--- src/rtl/pipe_stage.sv ---
// Single pipeline stage with one skid entry, stall-vector control, flush and a
// saturating counter of cycles where the stage presents no valid output.
module pipe_stage #(
   parameter int DATA_W      = 32,
   parameter int STALL_W     = 6,
   parameter int STAGE       = 2,
   parameter int ZERO_BUBBLE = 1,
   parameter int CNT_W       = 16
) (
   input  logic               clk,
   input  logic               rst,
   input  logic [STALL_W-1:0] stall,
   input  logic               flush,
   input  logic               in_valid,
   input  logic [DATA_W-1:0]  in_data,
   output logic               in_ready,
   output logic               out_valid,
   output logic [DATA_W-1:0]  out_data,
   input  logic               out_ready,
   output logic [1:0]         occupancy,
   output logic [CNT_W-1:0]   bubble_cnt
);

   // Downstream stall bit STAGE+1 must exist inside the stall vector.
   generate
      if (STAGE < 0 || STAGE > STALL_W - 2 || DATA_W < 1) begin : gIllegalParams
         $error("pipe_stage: illegal parameters (need 0 <= STAGE <= STALL_W-2, DATA_W >= 1)");
      end
   endgenerate

   logic              mainV_q, mainV_d;
   logic [DATA_W-1:0] mainD_q, mainD_d;
   logic              skidV_q, skidV_d;
   logic [DATA_W-1:0] skidD_q, skidD_d;
   logic [1:0]        occ_q, occ_d;
   logic [CNT_W-1:0]  bubbleCnt_q, bubbleCnt_d;

   logic ownStall;
   logic downStall;
   logic accept;
   logic take;
   logic unusedStall;

   assign ownStall    = stall[STAGE];
   assign downStall   = stall[STAGE+1];
   assign unusedStall = ^stall;

   assign in_ready = !skidV_q && !ownStall && !flush;
   assign accept   = in_valid && in_ready;
   assign take     = mainV_q && out_ready && !downStall;

   // Emptying main also zeroes its payload when ZERO_BUBBLE is set, so out_data
   // can come straight from the register without a mask.
   always_comb begin
      mainV_d     = mainV_q;
      mainD_d     = mainD_q;
      skidV_d     = skidV_q;
      skidD_d     = skidD_q;
      bubbleCnt_d = bubbleCnt_q;

      if (flush) begin
         mainV_d = 1'b0;
         skidV_d = 1'b0;
         if (ZERO_BUBBLE != 0) begin
            mainD_d = '0;
         end
      end else if (take) begin
         if (skidV_q) begin
            mainD_d = skidD_q;
            skidV_d = 1'b0;
         end else if (accept) begin
            mainD_d = in_data;
         end else begin
            mainV_d = 1'b0;
            if (ZERO_BUBBLE != 0) begin
               mainD_d = '0;
            end
         end
      end else if (accept) begin
         if (!mainV_q) begin
            mainV_d = 1'b1;
            mainD_d = in_data;
         end else begin
            skidV_d = 1'b1;
            skidD_d = in_data;
         end
      end

      occ_d = {1'b0, mainV_d} + {1'b0, skidV_d};

      // Counts every cycle the output is empty, flush or not.
      if (!mainV_q && !(&bubbleCnt_q)) begin
         bubbleCnt_d = bubbleCnt_q + CNT_W'(1);
      end
   end

   always_ff @(posedge clk) begin
      if (rst) begin
         mainV_q     <= 1'b0;
         mainD_q     <= '0;
         skidV_q     <= 1'b0;
         skidD_q     <= '0;
         occ_q       <= 2'd0;
         bubbleCnt_q <= '0;
      end else begin
         mainV_q     <= mainV_d;
         mainD_q     <= mainD_d;
         skidV_q     <= skidV_d;
         skidD_q     <= skidD_d;
         occ_q       <= occ_d;
         bubbleCnt_q <= bubbleCnt_d;
      end
   end

   assign out_valid  = mainV_q;
   assign out_data   = mainD_q;
   assign occupancy  = occ_q;
   assign bubble_cnt = bubbleCnt_q;

endmodule

--- config.mk ---
export PLATFORM = sky130hd
export DESIGN_NAME = pipe_stage
export DESIGN_NICKNAME = d
export VERILOG_FILES = /design/src/rtl/pipe_stage.sv
export SDC_FILE = /design/constraint.sdc
export NUM_CORES = 1
export LEC_CHECK = 0
export ABC_AREA = 1
export BUFFER_PORTS_ARGS = -buffer_cell sky130_fd_sc_hd__buf_4
export CORE_UTILIZATION = 57
export DETAILED_ROUTE_END_ITERATION = 10
export PLACE_DENSITY_LB_ADDON = 0.1
export SYNTH_ARGS = -nofsm -noshare
export SYNTH_HDL_FRONTEND = slang
export SYNTH_SLANG_ARGS = --single-unit
export TNS_END_PERCENT = 50
--- constraint.sdc ---
create_clock -name clk -period 4.7 [get_ports clk]
set_clock_uncertainty 0.2 [all_clocks]
set_input_delay 0 -clock clk [delete_from_list [all_inputs] [get_ports clk]]
set_output_delay 0 -clock clk [all_outputs]
set_load 0.02 [all_outputs]
== Yosys cells after proc, flatten, opt, wreduce, memory -nomap -nowiden ==
Index checks and enable logic that the tools add are counted.

* Register bits after elaboration: 84
* ROM bits: 0
* Output and inout bits: 52
* Bits in writable memories: 0
* Memories: 0
* Word-level logic and storage cells: 42
* Latch bits: 0

* Shifts and indexed selects: 0
* Divide/modulo/power cells: 0
* Mux-type cells: 14
* Add/sub/neg operators: 2
* Bitwise logic cells: 2
* Equality and inequality tests: 1
* $lt $le $gt $ge: 0
* Reductions and logical operators: 17
* Multipliers: 0

{| class="wikitable"
|+ Operators with widths
! kind !! number
|-
| 2-to-1 mux 32 bit || 5
|-
| adder 16 x 1 -> 16 bit, second input constant || 1
|-
| AND reduction 16 bit || 1
|-
| 2-to-1 mux 1 bit || 9
|-
| logical AND 1 bit || 6
|-
| logical NOT 1 bit || 6
|-
| AND reduction 4 bit || 1
|-
| adder 1 x 1 -> 2 bit || 1
|-
| != test 2 x 1 -> 1 bit, second input constant || 1
|-
| inverter 1 bit || 2
|-
| AND reduction 2 bit || 1
|-
| nonzero test 2 bit || 1
|-
| OR reduction 2 bit || 1
|}

== Logic depth before layout (Yosys ltp) ==
* Depth after elaboration: 9
* Gate-level depth with buffers: 10
* Gate-level depth less buffers: 10

== Worst setup path before layout ==
OpenSTA, ideal clock, no wires.

* Path kind: register to register
* Start: register mainV_q (netlist: out_valid)
* End: register occ_q[0] (netlist: occupancy[0])
* Data arrival time: 1.524 ns
* Clock period less this slack: 1.852 ns
* Buffers on the path: 0
* Slack: 2.848 ns
* Cell stages (with the launch flop): 10
* Cell sequence: dfxtp_1 -> inv_2 -> nor2_1 -> inv_2 -> nor2_2 -> inv_2 -> o31ai_1 -> ha_1 -> inv_1 -> nor2_1

* Longest elaborated chain between the ends: 5
* Elaborated cells between the ends (all ways): 12

{| class="wikitable"
|+ Ends and longest elaborated chain
! element !! line !! text
|-
| start: declaration || 31 || <nowiki>logic mainV_q, mainV_d;</nowiki>
|-
| start signal: assignment || 106 || <nowiki>mainV_q <= mainV_d;</nowiki>
|-
| 2-to-1 mux 1 bit / logical AND 1 bit (equally long branches) || 80, 50 ||
|-
| 2-to-1 mux 1 bit / logical AND 1 bit (equally long branches) || 79, 50 ||
|-
| 2-to-1 mux 1 bit * || 67 || <nowiki>end else if (take) begin</nowiki>
|-
| 2-to-1 mux 1 bit * || 61 || <nowiki>if (flush) begin</nowiki>
|-
| net skidV_d || 33 || <nowiki>logic skidV_q, skidV_d;</nowiki>
|-
| adder 1 x 1 -> 2 bit * || 89 || <nowiki>occ_d = {1'b0, mainV_d} + {1'b0, skidV_d};</nowiki>
|-
| net occ_d[0] || 35 || <nowiki>logic [1:0] occ_q, occ_d;</nowiki>
|-
| end signal: assignment || 103 || <nowiki>occ_q <= 2'd0;</nowiki>
|-
| end signal: assignment || 110 || <nowiki>occ_q <= occ_d;</nowiki>
|-
| end: declaration || 35 ||
|}

Mark *: on every way through the listed nets, which the timed path passes. The rest lies on a longest branch.
A chain may end at the register's enable or synchronous reset.

== Worst setup path in the final report ==
* Start: register skidV_q
* End: register mainD_q[12] (netlist: out_data[12])

* Longest elaborated chain between the ends: 7
* Elaborated cells between the ends (all ways): 9

{| class="wikitable"
|+ Ends and longest elaborated chain
! element !! line !! text
|-
| start: declaration || 33 ||
|-
| start signal: assignment || 108 || <nowiki>skidV_q <= skidV_d;</nowiki>
|-
| logical NOT 1 bit || 48 || <nowiki>assign in_ready = !skidV_q && !ownStall && !flush;</nowiki>
|-
| logical AND 1 bit (2 in series) || 48 ||
|-
| logical AND 1 bit || 49 || <nowiki>assign accept = in_valid && in_ready;</nowiki>
|-
| 2-to-1 mux 32 bit || 71 || <nowiki>end else if (accept) begin</nowiki>
|-
| 2-to-1 mux 32 bit || 68 || <nowiki>if (skidV_q) begin</nowiki>
|-
| 2-to-1 mux 32 bit || 67 ||
|-
| end signal: assignment || 107 || <nowiki>mainD_q <= mainD_d;</nowiki>
|-
| end: declaration || 32 || <nowiki>logic [DATA_W-1:0] mainD_q, mainD_d;</nowiki>
|}

Several ways; a longest one is shown, not always the timed one.

==> flow_metrics.py <==
metrics = {
    "sta": {
        "timing.fmax_mhz": 367,
        "report.final.slew_viol_count": 0,
        "hold_viol_final": 0,
        "slew_headroom_pct": 23.3,
        "min_period_over_period_pct": 58.0,
        "period_minus_slack_ns": 2.73,
        "tns_ns": 0,
        "rsz0062_at_grt": "no",
        "setup_viol": 0,
        "tightest_slew_ns": 1.15,
    },
    "synth": {
        "synth_top_area_share_pct": 43.0,
        "synthFlopType": "dfxtp_1",
        "synth_enable_flop_cells": 0,
        "synth.most_common_cell": "nand2_1",
        "avgSynthCellArea_sq_um": 6.69,
        "yosysTopAreaCell": "dfxtp_1",
        "syn_area_sq_mm": 0.00391,
        "synth_cell_types": 27,
        "async_flop_share_pct": 0,
        "synthCells": 585,
        "synth.area.top_cells": "dfxtp_1 43%, nand2_1 14%, nor2_1 12%",
        "synth-seq-area-share_pct": 43.0,
        "ys_top_cells_by_count": "143 x nand2_1, 126 x nor2_1, 84 x dfxtp_1, 55 x o21ai_0, 39 x nand3_1",
        "syn_nets": 630,
        "ys_ff_latch": 84,
        "yosysWarnings": 0,
    },
    "floorplan": {
        "die_y_microns": 84.9,
        "dieArea_sq_mm": 0.00720,
        "die_x_microns": 84.9,
        "io_pins": 95,
        "start_util_pct": 60.2,
        "rows": 29,
        "coreArea_sq_mm": 0.00649,
    },
    "clock_tree": {
        "tritoncts": "yes",
        "cts_root_buffer": "clkbuf_8",
        "clk_latency_ns": 0.37,
        "cts-htree-levels": 3,
        "clk_pin_slew_worst_paths_ns": 0.09,
        "cts_setup_buffers": 0,
        "clock-sinks": 84,
        "clockBufferDepth": 2,
        "cts_inserted_buffers": 9,
    },
    "routing": {
        "via_per_inst": 5.37,
        "vias": 4143,
        "drc_errors": 6,
        "dr.pass1.iters": 8,
        "finalWirelength_microns": 10500,
        "wl_per_cell_microns": 13.7,
        "ant_nets": 0,
        "drt_iter0_markers": 284,
    },
    "place": {
        "globalplace.congestion": 0.890,
        "hpwl_microns": 6280,
        "place_inst": 720,
        "port_buffers": 90,
    },
    "grt": {
        "gr-total-overflow": 0,
        "grt_pass1_wl_microns": 17900,
        "grt_max_degree": 38,
        "antenna_found_initial": 0,
        "grt_use_total_pct": 30.6,
        "grt_pass1_vias": 3949,
    },
    "critical_path": {
        "r2r_cells": 6,
        "r2r_start": "skidV_q",
        "cp-start-kind": "flop",
        "path_max_fanout": 37,
        "required_ns": 4.79,
        "worstSetupEndpointType": "flop",
        "r2r_end": "out_data[12]",
        "worstSetupPathType": "flop to flop",
        "r2r_setup_slack_ns": 1.97,
        "worstPathArrival_ns": 2.81,
    },
    "pwr": {
        "irDropWorstVdd_mv": 0.185,
        "total_power_mw": 1.42,
        "leakage_nw": 2.18,
        "powerDensity_mw_per_mm2": 277,
    },
    "worst_hold_path": {
        "holdCritStartpoint": "out_ready",
        "hp-class": "input port to flop",
        "whs_endpoint": "out_valid",
        "worstHoldPathCells": 7,
    },
    "layout": {
        "drive_above_1_share_pct": 19.5,
        "num-fill-cells": 492,
        "final_cells": 771,
        "fin_nets": 734,
        "diodes": 0,
        "area_growth_pct": 30.7,
    },
    "status": {
        "status": "complete, but fails checks",
        "violations": "DRC",
    },
    "job": {
        "cap_violations": 0,
    },
}
## flip-flops by register name, summed over array words and instances (netlist names)
signal / cells
out_valid: 1
skidV_q: 1
out_data: 32
skidD_q: 32
occupancy: 2
bubble_cnt: 16
## per-stage QoR
| stage | setup slack, ns | instance area (sq um) | util, % | hold WS [ns] |
|---|---|---|---|---|
| 3_3_place_gp | 2.04 | 4560 | 70.2 | 0.0312 |
| 3_5_place_dp | 2.01 | 4560 | 70.2 | 0.0371 |
| 5_1_grt | 1.75 | 5110 | 78.7 | 0.0972 |
| 4_1_cts | 2.00 | 5110 | 78.7 | 0.0336 |
| 6_report | 1.97 | 5110 | 78.7 | 0.0322 |
| 2_1_floorplan | 2.85 | 3910 | - | -0.120 |
## layout make-up
cell class              count  area (sq um)  area share [%]
clock buffers               9           124            2.42
clock inverters             7          76.3            1.49
inverters                  23          86.3            1.69
multi-input cells         443          2000            39.1
flip-flops and latches     84          1680            32.9
well taps                  77          96.3            1.88
repair buffers            128          1050            20.5
## kinds of logic after synthesis
| kind of cell | Yosys count | synth area share (%) |
|---|---|---|
| AND/OR/NAND/NOR | 334 | 35.3 |
| AO/OA/AOI/OAI | 100 | 13.4 |
| flip-flops | 84 | 43.0 |
| buffers and inverters | 58 | 6.14 |
| XOR/XNOR | 7 | 1.57 |
| adder cells (fa/ha/maj) | 2 | 0.639 |
## cells in the final DEF, fill, tap and decap left out, types with 2 or more instances in the layout
cell type and instances:
dlygate4sd3_1 35, xor2_1 2, o21ai_0 55, dfxtp_1 84
nand2_1 143, nor2_4 2, a21oi_1 28, clkbuf_8 9
o21ai_1 13, clkinvlp_4 2, inv_1 20, or2_2 16
nand3_1 39, nand4_1 4, inv_2 3, nor2_2 2
nor3_1 2, ha_1 2, nor2_1 124, clkinv_4 2
buf_4 93, xnor2_1 5
## power by group
| part | total (mW) | switching, mW | internal [mW] |
|---|---|---|---|
| clock network | 0.525 | 0.277 | 0.248 |
| logic | 0.159 | 0.0821 | 0.0770 |
| registers | 0.733 | 0.00920 | 0.723 |
## worst max-delay path by stage
| stage | from | end | slack [ns] | cells past startpoint |
|---|---|---|---|---|
| after floorplan | out_valid | occupancy[0] | 2.85 | 9 |
| after global placement | skidV_q | out_data[5] | 2.04 | 6 |
| after detailed placement | skidV_q | out_data[30] | 2.01 | 6 |
| after CTS | skidV_q | out_data[30] | 2.00 | 6 |
| after global routing | skidV_q | out_data[0] | 1.75 | 6 |
| final | skidV_q | out_data[12] | 1.97 | 6 |
## metal layers
metal  share of wire [%]  up-vias  global-route usage, %
met4                 1.5        0                   11.9
met2                  48      169                   53.5
met1                  43     1882                   37.8
li1                    -     2076                      -
met5                   0        -                      0
met3                 6.9       16                   5.45
## what timing repair did
action / CTS / global route
endpoints found under the setup margin: 0 / 0
hold buffers: 35 / 0
gates resized for setup: 0 / 0
endpoints found under the hold margin: 81 / 0
## critical path, cell delays in order, from the launching register on
cell     delay, ns
dfxtp_1       0.34
nor2_4        0.12
nand3_4       0.36
a21oi_4       0.90
buf_4         0.43
o21ai_1       0.10
a21oi_1       0.17
Power figures use the tool's default switching activity.
